--- src/rtl/sobel_stream_engine.sv ---
// sobel_stream_engine: streaming 3x3 Sobel over a raster grayscale frame.
// Rev 1.0 - two-line delay buffer, registered Gx/Gy/magnitude per pixel position.
`default_nettype none

module sobel_stream_engine #(
  parameter int IMG_W  = 32,
  parameter int IMG_H  = 32,
  parameter int PIX_W  = 4,
  parameter int ADDR_W = 10
) (
  input  logic              clk,
  input  logic              rst_n,
  input  logic              start_i,
  input  logic [1:0]        mode_i,
  input  logic [PIX_W+2:0]  thresh_i,
  input  logic              in_valid_i,
  input  logic [PIX_W-1:0]  in_pix_i,
  output logic              in_ready_o,
  output logic              out_valid_o,
  output logic [ADDR_W-1:0] out_addr_o,
  output logic [PIX_W+3:0]  out_gx_o,
  output logic [PIX_W+3:0]  out_gy_o,
  output logic [PIX_W-1:0]  out_mag_o,
  output logic              busy_o,
  output logic              frame_done_o
);

  localparam int NPIX    = IMG_W * IMG_H;
  localparam int NSTREAM = NPIX + IMG_W + 1;
  localparam int CNT_W   = $clog2(NSTREAM + 1);
  localparam int XW      = (IMG_W > 2) ? $clog2(IMG_W) : 1;
  localparam int YW      = (IMG_H > 2) ? $clog2(IMG_H) : 1;
  localparam int DEPTH   = 2 * IMG_W + 2;
  localparam int SW      = PIX_W + 2;
  localparam int GW      = PIX_W + 4;

  localparam logic [CNT_W-1:0] C_LAST_IN  = CNT_W'(NPIX - 1);
  localparam logic [CNT_W-1:0] C_LAST_STR = CNT_W'(NSTREAM - 1);
  localparam logic [CNT_W-1:0] C_FIRST_RS = CNT_W'(IMG_W + 1);
  localparam logic [XW-1:0]    C_XMAX     = XW'(IMG_W - 1);
  localparam logic [YW-1:0]    C_YMAX     = YW'(IMG_H - 1);
  localparam logic [GW-1:0]    C_PIXMAX   = GW'((1 << PIX_W) - 1);

  typedef enum logic [1:0] {S_IDLE, S_RUN, S_FLUSH, S_DONE} state_t;

  state_t              state_q, state_d;
  logic [CNT_W-1:0]    cnt_q;
  logic [ADDR_W-1:0]   addr_q;
  logic [XW-1:0]       cx_q;
  logic [YW-1:0]       cy_q;
  logic [1:0]          mode_q;
  logic [PIX_W+2:0]    thresh_q;
  logic                out_valid_q, busy_q, frame_done_q;
  logic [ADDR_W-1:0]   out_addr_q;
  logic [GW-1:0]       out_gx_q, out_gy_q;
  logic [PIX_W-1:0]    out_mag_q;
  logic [PIX_W-1:0]    line_q [DEPTH];

  logic                w_start, w_accept, w_produce, w_border;
  logic [PIX_W-1:0]    w_pix;
  logic [SW-1:0]       w_sum_l, w_sum_r, w_sum_t, w_sum_b;
  logic [GW-1:0]       w_gx, w_gy, w_ax, w_ay, w_s;
  logic [PIX_W-1:0]    w_mag;

  always_comb begin
    state_d    = state_q;
    in_ready_o = 1'b0;
    w_accept   = 1'b0;
    w_pix      = '0;
    w_start    = 1'b0;
    case (state_q)
      S_IDLE: begin
        if (start_i) begin
          w_start = 1'b1;
          state_d = S_RUN;
        end
      end
      S_RUN: begin
        in_ready_o = 1'b1;
        w_accept   = in_valid_i;
        w_pix      = in_pix_i;
        if (in_valid_i && cnt_q == C_LAST_IN) state_d = S_FLUSH;
      end
      S_FLUSH: begin
        w_accept = 1'b1;
        if (cnt_q == C_LAST_STR) state_d = S_DONE;
      end
      S_DONE:  state_d = S_IDLE;
      default: state_d = S_IDLE;
    endcase
  end

  // Index j holds stream pixel p-1-j; the incoming pixel is the bottom-right tap.
  always_ff @(posedge clk) begin
    if (w_accept) begin
      line_q[0] <= w_pix;
      for (int i = 1; i < DEPTH; i++) line_q[i] <= line_q[i-1];
    end
  end

  always_comb begin
    w_sum_r = SW'(line_q[2*IMG_W-1]) + (SW'(line_q[IMG_W-1]) << 1) + SW'(w_pix);
    w_sum_l = SW'(line_q[2*IMG_W+1]) + (SW'(line_q[IMG_W+1]) << 1) + SW'(line_q[1]);
    w_sum_b = SW'(line_q[1]) + (SW'(line_q[0]) << 1) + SW'(w_pix);
    w_sum_t = SW'(line_q[2*IMG_W+1]) + (SW'(line_q[2*IMG_W]) << 1) + SW'(line_q[2*IMG_W-1]);
    w_gx    = GW'(w_sum_r) - GW'(w_sum_l);
    w_gy    = GW'(w_sum_b) - GW'(w_sum_t);
    w_ax    = w_gx[GW-1] ? (~w_gx + GW'(1)) : w_gx;
    w_ay    = w_gy[GW-1] ? (~w_gy + GW'(1)) : w_gy;
    w_s     = w_ax + w_ay;
    w_mag   = '0;
    case (mode_q)
      2'd0:    w_mag = (w_s  > C_PIXMAX) ? '1 : w_s[PIX_W-1:0];
      2'd1:    w_mag = (w_ax > C_PIXMAX) ? '1 : w_ax[PIX_W-1:0];
      2'd2:    w_mag = (w_ay > C_PIXMAX) ? '1 : w_ay[PIX_W-1:0];
      default: w_mag = (w_s >= GW'(thresh_q)) ? '1 : '0;
    endcase
    // Border centres are the only ones whose taps wrap across lines or leave the frame.
    w_border  = (cx_q == '0) || (cx_q == C_XMAX) || (cy_q == '0) || (cy_q == C_YMAX);
    w_produce = w_accept && (cnt_q >= C_FIRST_RS);
  end

  always_ff @(posedge clk or negedge rst_n) begin
    if (!rst_n) begin
      state_q      <= S_IDLE;
      cnt_q        <= '0;
      addr_q       <= '0;
      cx_q         <= '0;
      cy_q         <= '0;
      mode_q       <= '0;
      thresh_q     <= '0;
      out_valid_q  <= 1'b0;
      out_addr_q   <= '0;
      out_gx_q     <= '0;
      out_gy_q     <= '0;
      out_mag_q    <= '0;
      busy_q       <= 1'b0;
      frame_done_q <= 1'b0;
    end else begin
      state_q      <= state_d;
      busy_q       <= (state_d != S_IDLE);
      frame_done_q <= (state_q == S_DONE);
      out_valid_q  <= w_produce;
      if (w_start) begin
        cnt_q    <= '0;
        addr_q   <= '0;
        cx_q     <= '0;
        cy_q     <= '0;
        mode_q   <= mode_i;
        thresh_q <= thresh_i;
      end
      if (w_accept) cnt_q <= cnt_q + CNT_W'(1);
      if (w_produce) begin
        out_addr_q <= addr_q;
        out_gx_q   <= w_border ? '0 : w_gx;
        out_gy_q   <= w_border ? '0 : w_gy;
        out_mag_q  <= w_border ? '0 : w_mag;
        addr_q     <= addr_q + ADDR_W'(1);
        if (cx_q == C_XMAX) begin
          cx_q <= '0;
          cy_q <= cy_q + YW'(1);
        end else begin
          cx_q <= cx_q + XW'(1);
        end
      end
    end
  end

  assign out_valid_o  = out_valid_q;
  assign out_addr_o   = out_addr_q;
  assign out_gx_o     = out_gx_q;
  assign out_gy_o     = out_gy_q;
  assign out_mag_o    = out_mag_q;
  assign busy_o       = busy_q;
  assign frame_done_o = frame_done_q;

endmodule

`default_nettype wire

--- config.mk ---
export PLATFORM = sky130hd
export DESIGN_NAME = sobel_stream_engine
export DESIGN_NICKNAME = d
export VERILOG_FILES = /design/src/rtl/sobel_stream_engine.sv
export SDC_FILE = /design/constraint.sdc
export NUM_CORES = 1
export LEC_CHECK = 0
export ABC_AREA = 1
export CAP_MARGIN = 25
export CORE_MARGIN = 8
export CORE_UTILIZATION = 61
export DETAILED_ROUTE_END_ITERATION = 7
export HOLD_SLACK_MARGIN = 0.08
export PLACE_DENSITY_LB_ADDON = 0.25
export RECOVER_POWER = 100
export SYNTH_ARGS = -nofsm -noshare
export SYNTH_HDL_FRONTEND = slang
export SYNTH_SLANG_ARGS = --single-unit
--- constraint.sdc ---
create_clock -name clk -period 6.7 [get_ports clk]
set_input_delay 1.675 -clock clk [delete_from_list [all_inputs] [get_ports clk]]
set_output_delay 1.675 -clock clk [all_outputs]
set_load 0.05 [all_outputs]
# Yosys cells after proc, flatten, opt, wreduce, memory -nomap -nowiden
# Memory sizes are Yosys's and may differ from the RTL's.
# Cells that the tools add are included.
# word_totals
memories,1
elab_cells,91
output_inout_bits,34
register_bits,75
ramBits,264
# mem_list
name,words,width,read_ports,rd_clocked_by_memory_dff,wr,line,text
line_q,66,4,66,0,66,57,logic [PIX_W-1:0] line_q [DEPTH];
# classes
n_addsub,17
eq_ne,9
reduce_logical,12
n_mux,31
bitwise,2
order_cmp,5
# ops
op,n
8-bit two-way mux,4
5-bit two-way mux,6
4-bit by 5-bit adder with 6-bit output,4
6-bit by 4-bit adder with 6-bit output,4
"8-bit by 4-bit > comparator with 1-bit output, second input constant",3
4-bit two-way mux,6
11-bit two-way mux,2
10-bit two-way mux,2
"8-bit by 1-bit adder with 8-bit output, second input constant",2
8-bit inverter,2
6-bit by 6-bit subtractor with 7-bit output,2
4-bit one-hot mux with 3 select lines,1
"11-bit by 1-bit adder with 11-bit output, second input constant",1
"11-bit by 10-bit == test with 1-bit output, second input constant",1
"11-bit == test, second input constant",1
"11-bit by 6-bit greater-or-equal comparator with 1-bit output, second input constant",1
"10-bit by 1-bit adder with 10-bit output, second input constant",1
"5-bit by 1-bit adder with 5-bit output, second input constant",2
"5-bit == test, second input constant",2
5-bit zero test,2
8-bit adder,1
8-bit by 7-bit greater-or-equal comparator with 1-bit output,1
2-bit one-hot mux with 4 select lines,1
"2-bit == test, second input constant",3
other kinds (8),21

# Depth between registers and ports, before layout
# Gate-level depths: netlist of the first run.
# logic_depth
depth_word,12
ltp_mapped,38
depth_no_buf,38

# Least setup slack after synthesis of the first run
# OpenSTA, ideal clock, no wires.
# synth_timing
kind,in2reg
from,input port in_pix_i[2]
to,register out_mag_q[0] (netlist: out_mag_o[0])
setup_slack_ns,0.281
arrival_ns,6.353
cell_stages,29
required_time_ns,6.634
path_cell_list,nand2_1 inv_1 fa_1 fa_1 inv_1 fa_1 inv_1 ha_1 nand2_1 nor3_2 nor2_4 nand2_1 xor2_1 inv_1 ha_1 a21oi_1 nand2_1 or2_2 nand2_1 inv_1 ha_1 nand2_1 o21ai_0 nand3_1 nand3_1 nor2_1 nor2_1 nand2_1 nand2_1
# synth_via
elab_chain_len,11
# synth_lines
item,line,text
start: declaration,17,"input logic [PIX_W-1:0] in_pix_i,"
4-bit two-way mux *,71,case (state_q)
via w_pix[2],60,logic [PIX_W-1:0] w_pix;
"6-bit by 4-bit adder with 6-bit output, on equally long branches","102, 104",
"6-bit by 6-bit subtractor with 7-bit output, on equally long branches","106, 107",
"8-bit inverter, on equally long branches","108, 109",
"8-bit by 1-bit adder with 8-bit output, on equally long branches","108, 109",
"8-bit two-way mux, on equally long branches","108, 109",
8-bit adder,110,w_s = w_ax + w_ay;
8-bit by 7-bit greater-or-equal comparator with 1-bit output / 8-bit by 4-bit > comparator with 1-bit output (equally long branches),"116, 113",
"4-bit two-way mux, on equally long branches","116, 113",
4-bit one-hot mux with 3 select lines *,112,case (mode_q)
4-bit two-way mux *,157,out_mag_q <= w_border ? '0 : w_mag;
end signal: assignment,157,
end: declaration,56,logic [PIX_W-1:0] out_mag_q;
# The timed path passes the listed nets; every way through them passes the cells marked *.
# A chain may end at the register's enable or synchronous reset.

# Worst setup path in the final report of the first run
# layout_timing
from,input port in_pix_i[3]
to,register out_mag_q[3] (netlist: out_mag_o[3])
# The elaborated chain is that of the path after synthesis.

==> results of run 1 <==
## cells in the mapped netlist, types with 2 or more instances
cell type / n / area, um^2
a21oi_1: 20 / 100
o21ai_0: 51 / 255
a22oi_1: 2 / 15.0
buf_2: 6 / 30.0
nand3_1: 59 / 295
o22ai_1: 7 / 43.8
mux2i_1: 2 / 20.0
o21ai_1: 3 / 15.0
buf_4: 3 / 22.5
xor2_1: 6 / 52.6
ha_1: 47 / 588
o21a_1: 3 / 22.5
nand2_1: 182 / 683
nor2_1: 45 / 169
clkinv_1: 2 / 7.51
inv_1: 146 / 548
fa_1: 31 / 621
inv_2: 3 / 11.3
nor2_4: 4 / 45.0
clkbuf_1: 2 / 7.51
nor3_2: 2 / 20.0
dfrtp_1: 73 / 1830
nand2_2: 14 / 87.6
nand3_2: 3 / 30.0
a21oi_2: 2 / 17.5
edfxtp_1: 264 / 7930
xnor2_1: 2 / 17.5
nand4_1: 10 / 62.6
a31oi_1: 3 / 18.8
## registers in the layout, summed over array words and instances (netlist names)
signal	count
out_mag_o	4
cnt_q	11
state_q	2
mode_q	2
cx_q	5
out_gx_o	7
line_q	264
busy_o	1
out_addr_o	10
thresh_q	7
out_valid_o	1
frame_done_o	1
cy_q	5
out_gy_o	7
addr_q	10
## repair_timing
item / 4_1_cts / 5_1_grt
setup endpoints to repair: 0 / 4
hold buffers: 0 / 0
setup buffers: 0 / 7
gates resized for setup: 0 / 46
## metal layers
layer / share of wire / GRT usage / up-vias
met3: 0.052 / 0.0322 / 49
li1: - / - / 3694
met2: 0.45 / 0.248 / 167
met5: 0 / 0 / -
met1: 0.47 / 0.239 / 3674
met4: 0.024 / 0.0525 / 0
## worst max-delay path: cells and delay by family
kind,cells,cell delay [ns]
fa+ha+maj,6,2.19
simple gates,17,1.67
xor+xnor,1,0.22
compound gates,2,0.29
buf+inv,7,0.91
## cell families (layout without fill, tap and decap cells)
logic type,after synthesis,after routing,share of synthesized area
DFF,337,337,0.714
and+or+nand+nor,324,324,0.105
buffers and inverters,165,331,0.0478
AOI/OAI and AO/OA,94,94,0.0390
adders and majority gates,78,78,0.0884
xor gates and xnor gates,8,8,0.00513
muxes,2,2,0.00146
## layout make-up
type | instances | area [um^2]
tap | 280 | 350
inverter | 152 | 578
multi-input combinational | 506 | 3450
clock inverter | 20 | 200
clock buffer | 42 | 912
fill | 1389 | 5630
sequential | 337 | 9750
timing repair buffer | 117 | 1010
## worst max path at each step
| stage | start | end | depth (start not counted) |
|---|---|---|---|
| 2_1_floorplan | in_pix_i[2] | out_mag_o[0] | 29 |
| 3_3_place_gp | in_pix_i[0] | out_mag_o[3] | 33 |
| 3_5_place_dp | in_pix_i[2] | out_mag_o[1] | 30 |
| 6_report | in_pix_i[3] | out_mag_o[3] | 33 |
| 5_1_grt | in_pix_i[3] | out_mag_o[3] | 33 |
| 4_1_cts | in_pix_i[2] | out_mag_o[3] | 30 |
## power by group
part	total (W)	switching (W)	internal, W
sequential	0.00247	0.0000975	0.00238
combinational	0.00132	0.000817	0.000500
clock	0.00186	0.000763	0.00109
total	0.00565	0.00168	0.00397
## stage by stage
step	util	TNS, ns
floorplan	-	0
global placement	0.681	-1.26
detailed placement	0.681	-1.91
CTS	0.732	0
global route	0.743	-0.558
finish	0.743	0
==> metrics, run 1 <==
Cell Area, Synth 13700 um^2; Die Area 27500 um^2; Skew-Pair Late Insertion Delay 0.51 ns; FF-to-FF Start state_q[1]; Die X-Extent 166 um; largest net degree at the start of global routing 210; Worst Skew 0.0168 ns; CP Capture Type register; # clock sinks 337; WHS 0.405 ns; Antenna Cells 0; power per cell area 347 nW/um^2; Post-synth EDFFs 264; min cycle time layout 6.52 ns; WHS Endpoint line_q[55][3]; CP max stage delay 0.51 ns; Cells after Synth 1008; Final setup viols 0; pre-CTS setup slack -0.485 ns; period utilization 0.974; via count 7584; Leakage 6.64 nW; most common cell after layout, fill and taps aside edfxtp_1; clock buffer depth 3; drt total wl 23200 um; Finished Layout Cells 1454; Max Clock Freq 153 MHz; placed wire-length estimate 14400 um; Remaining DRCs 0; cell mode on critical path nand2_1; Area growth, synth to finish 19.0%; grt total ovfl 0; Rel. slew slack -1.52; FF-to-FF path depth 34; worst setup path category input port to register; crit-path max FO 4; GR Util All Layers 0.165; Post-Syn Nets 1103; Peak VDD IR 0.232 mV; number of synthesized register bits 337; Pwr Total 0.00565 W; RePlAce Congestion 0.864; clk slew on worst S/H paths 0.06 ns; DR pass1 iterations 5; H-tree levels 2; First DRT Iteration DRCs 615; placed instance area 14900 um^2; antenna viol nets, final 0; post-route setup slack 0.175 ns; average vias per placed instance 5.22; sequential fraction of the synthesis area 0.714; layout cells sized above 1 0.163; startpoint types input port; I/O Buffers 50; Critical R2R Capture out_mag_o[3]; initial antenna violation count 0; CTS tree done; Final Cell Area 16300 um^2; total core area 21900 um^2; slowest stage cell on the critical path fa_1; root buffer cell clkbuf_16; Initial Util 0.624; min-delay src line_q[54][3]; routed length per instance 15.9 um; hold-critical path depth 0; vias in the first global route 7479; Tightest Hold Check Type register to register; first-pass GRT wire length 37100 um; Least-Margin Pin Slew 3.77 ns; CP Data Required Time 7.14 ns; status complete, but fails checks; Final #Nets 1243; synth warn 0; reg2reg setup slack 0.74 ns; failing checks max-capacitance violations, max-slew violations; WP data arrival 6.96 ns; Mapped Avg Cell Area 13.6 um^2; ys async rst share 0.217; final hold violations 0; Slew Limit Fails 74; IO Pins 51; commonest cells after routing, fill and taps aside edfxtp_1, nand2_1, inv_1; TritonCTS buffer count 34; DIE HEIGHT 166 um; post-synth cell types 40; num rows 54; dpl cells 1385; Max-Cap Viols 1; Top FF cell, synth edfxtp_1
Power figures use the tool's default switching activity.
==> run 2, diff against run 1 <==
- CORE_UTILIZATION: 61 -> 63
- CTS_BUF_LIST: unset -> sky130_fd_sc_hd__clkbuf_8
- MAX_ROUTING_LAYER: unset -> met4
==> run 2 against run 1 <==
  * The run now ends clean
  * Via count hardly changed
  * Utilization is 0.25 points higher
  * Sequential power hardly changed
  * Sequential share of layout area is 0.74 points higher
  * Highest routed layer unchanged
  * Largest power group unchanged
  * Count of clock-buffer cells in the layout is 14 higher
  * Largest cell class unchanged
  * Worst setup slack better by 0.12 ns
  * Final area is 1.2% lower
  * Fmax is 1.8% higher
==> metrics, run 2 (same netlist as run 1, synthesis figures left out) <==
# clock sinks 337; FF-to-FF Start state_q[1]; WP data arrival 6.86 ns; Initial Util 0.634; cell mode on critical path nand2_1; power per cell area 334 nW/um^2; via count 7589; WHS Endpoint line_q[62][0]; antenna viol nets, final 0; clock network power share 0.302; Peak VDD IR 0.212 mV; worst setup path category input port to register; clock buffer depth 3; register share of total power 0.462; period utilization 0.956; TritonCTS buffer count 51; Antenna Cells 0; GR Util All Layers 0.172; total core area 21600 um^2; Max-Cap Viols 0; IO Pins 51; most common cell after layout, fill and taps aside edfxtp_1; Net Switching 0.00162 W; Leakage 6.65 nW; First DRT Iteration DRCs 497; CP max stage delay 0.62 ns; routed length per instance 15.0 um; WHS 0.408 ns; Area growth, synth to finish 17.5%; commonest cells after routing, fill and taps aside edfxtp_1, nand2_1, inv_1; Remaining DRCs 0; Worst Skew 0.0176 ns; combinational power share 0.237; hold-critical path depth 0; root buffer cell clkbuf_8; startpoint types input port; Final Cell Area 16100 um^2; num rows 54; CP Capture Type register; CTS tree done; H-tree levels 2; Pwr Total 0.00537 W; Slew Limit Fails 0; Final #Nets 1254; placed wire-length estimate 13800 um; placed instance area 14900 um^2; DIE HEIGHT 163 um; Rel. slew slack 0.328; DR pass1 iterations 5; min cycle time layout 6.41 ns; number of flip-flops in the largest register 264; switching portion of total power 0.302; drt total wl 22100 um; vias in the first global route 7356; initial antenna violation count 0; final hold violations 0; first-pass GRT wire length 35400 um; Skew-Pair Late Insertion Delay 0.57 ns; Biggest register line_q; Final setup viols 0; slowest stage cell on the critical path fa_2; Tightest Hold Check Type register to register; crit-path max FO 5; Max Clock Freq 156 MHz; status complete, no violations; reg2reg setup slack 0.84 ns; top flop regs line_q (264), cnt_q (11); cts hold-fix bufs 0; grt total ovfl 0; CP Data Required Time 7.16 ns; clk slew on worst S/H paths 0.07 ns; Die Area 26700 um^2; Critical R2R Capture out_mag_o[1]; layout cells sized above 1 0.160; I/O Buffers 50; Least-Margin Pin Slew 1.01 ns; FF-to-FF path depth 34; number of filler instances in the final layout 1329; Die X-Extent 163 um; RePlAce Congestion 0.842; P_int 0.00375 W; min-delay src line_q[61][0]; average vias per placed instance 5.14; largest net degree at the start of global routing 196
## run 2: how the worst max path moves through the flow
stage	endpoint	start	slack (ns)
2_1_floorplan	out_mag_o[0]	in_pix_i[2]	0.28
3_3_place_gp	out_mag_o[3]	in_pix_i[3]	-0.35
3_5_place_dp	out_mag_o[3]	in_pix_i[3]	-0.51
4_1_cts	out_mag_o[3]	in_pix_i[3]	0.06
5_1_grt	out_mag_o[2]	in_pix_i[0]	-0.04
6_report	out_mag_o[1]	in_pix_i[0]	0.29
## run 2: critical path, delay by kind of cell
kind / cells / cell delay [ns]
buffers and inverters: 8 / 0.88
adder cells (fa/ha/maj): 7 / 2.65
AO/OA/AOI/OAI: 2 / 0.27
AND/OR/NAND/NOR: 16 / 1.35
## run 2: metal layers
metal,routed length (um),track usage
met3,1110,0.0373
met4,346,0.0563
met2,9670,0.241
met5,0,-
met1,11000,0.248
## run 2: stage by stage
stage / setup WS, ns / TNS, ns / std cells / util
2_1_floorplan: 0.281 / 0 / 1008 / -
4_1_cts: 0.0641 / 0 / 1472 / 0.736
5_1_grt: -0.0371 / -0.130 / 1477 / 0.745
3_5_place_dp: -0.515 / -2.03 / 1381 / 0.690
3_3_place_gp: -0.350 / -1.40 / 1381 / 0.690
6_report: 0.293 / 0 / 1477 / 0.745
## run 2: cell type report
cell class	instances	area, um^2	share of cell area
clock buffer	56	771	0.0480
clock inverter	35	229	0.0143
inverter	152	578	0.0360
multi-input combinational	506	3420	0.213
sequential	337	9750	0.607
tap	280	350	0.0218
timing repair buffer	111	966	0.0601
## run 2: timing repair
action,4_1_cts,5_1_grt
endpoints found under the hold margin,0,0
resized for setup,0,36
buffers inserted,0,5
setup endpoints to repair,0,4
## run 2: power by group through the flow
| stage | Sequential, W | Clock [W] | Combinational (W) |
|---|---|---|---|
| final | 0.00248 | 0.00162 | 0.00127 |
| after CTS | 0.00247 | 0.00167 | 0.00122 |
| after global placement | 0.00251 | 0 | 0.00119 |
| after global routing | 0.00249 | 0.00177 | 0.00139 |
| after detailed placement | 0.00252 | 0 | 0.00121 |
| after floorplan | 0.00274 | 0 | 0.000569 |
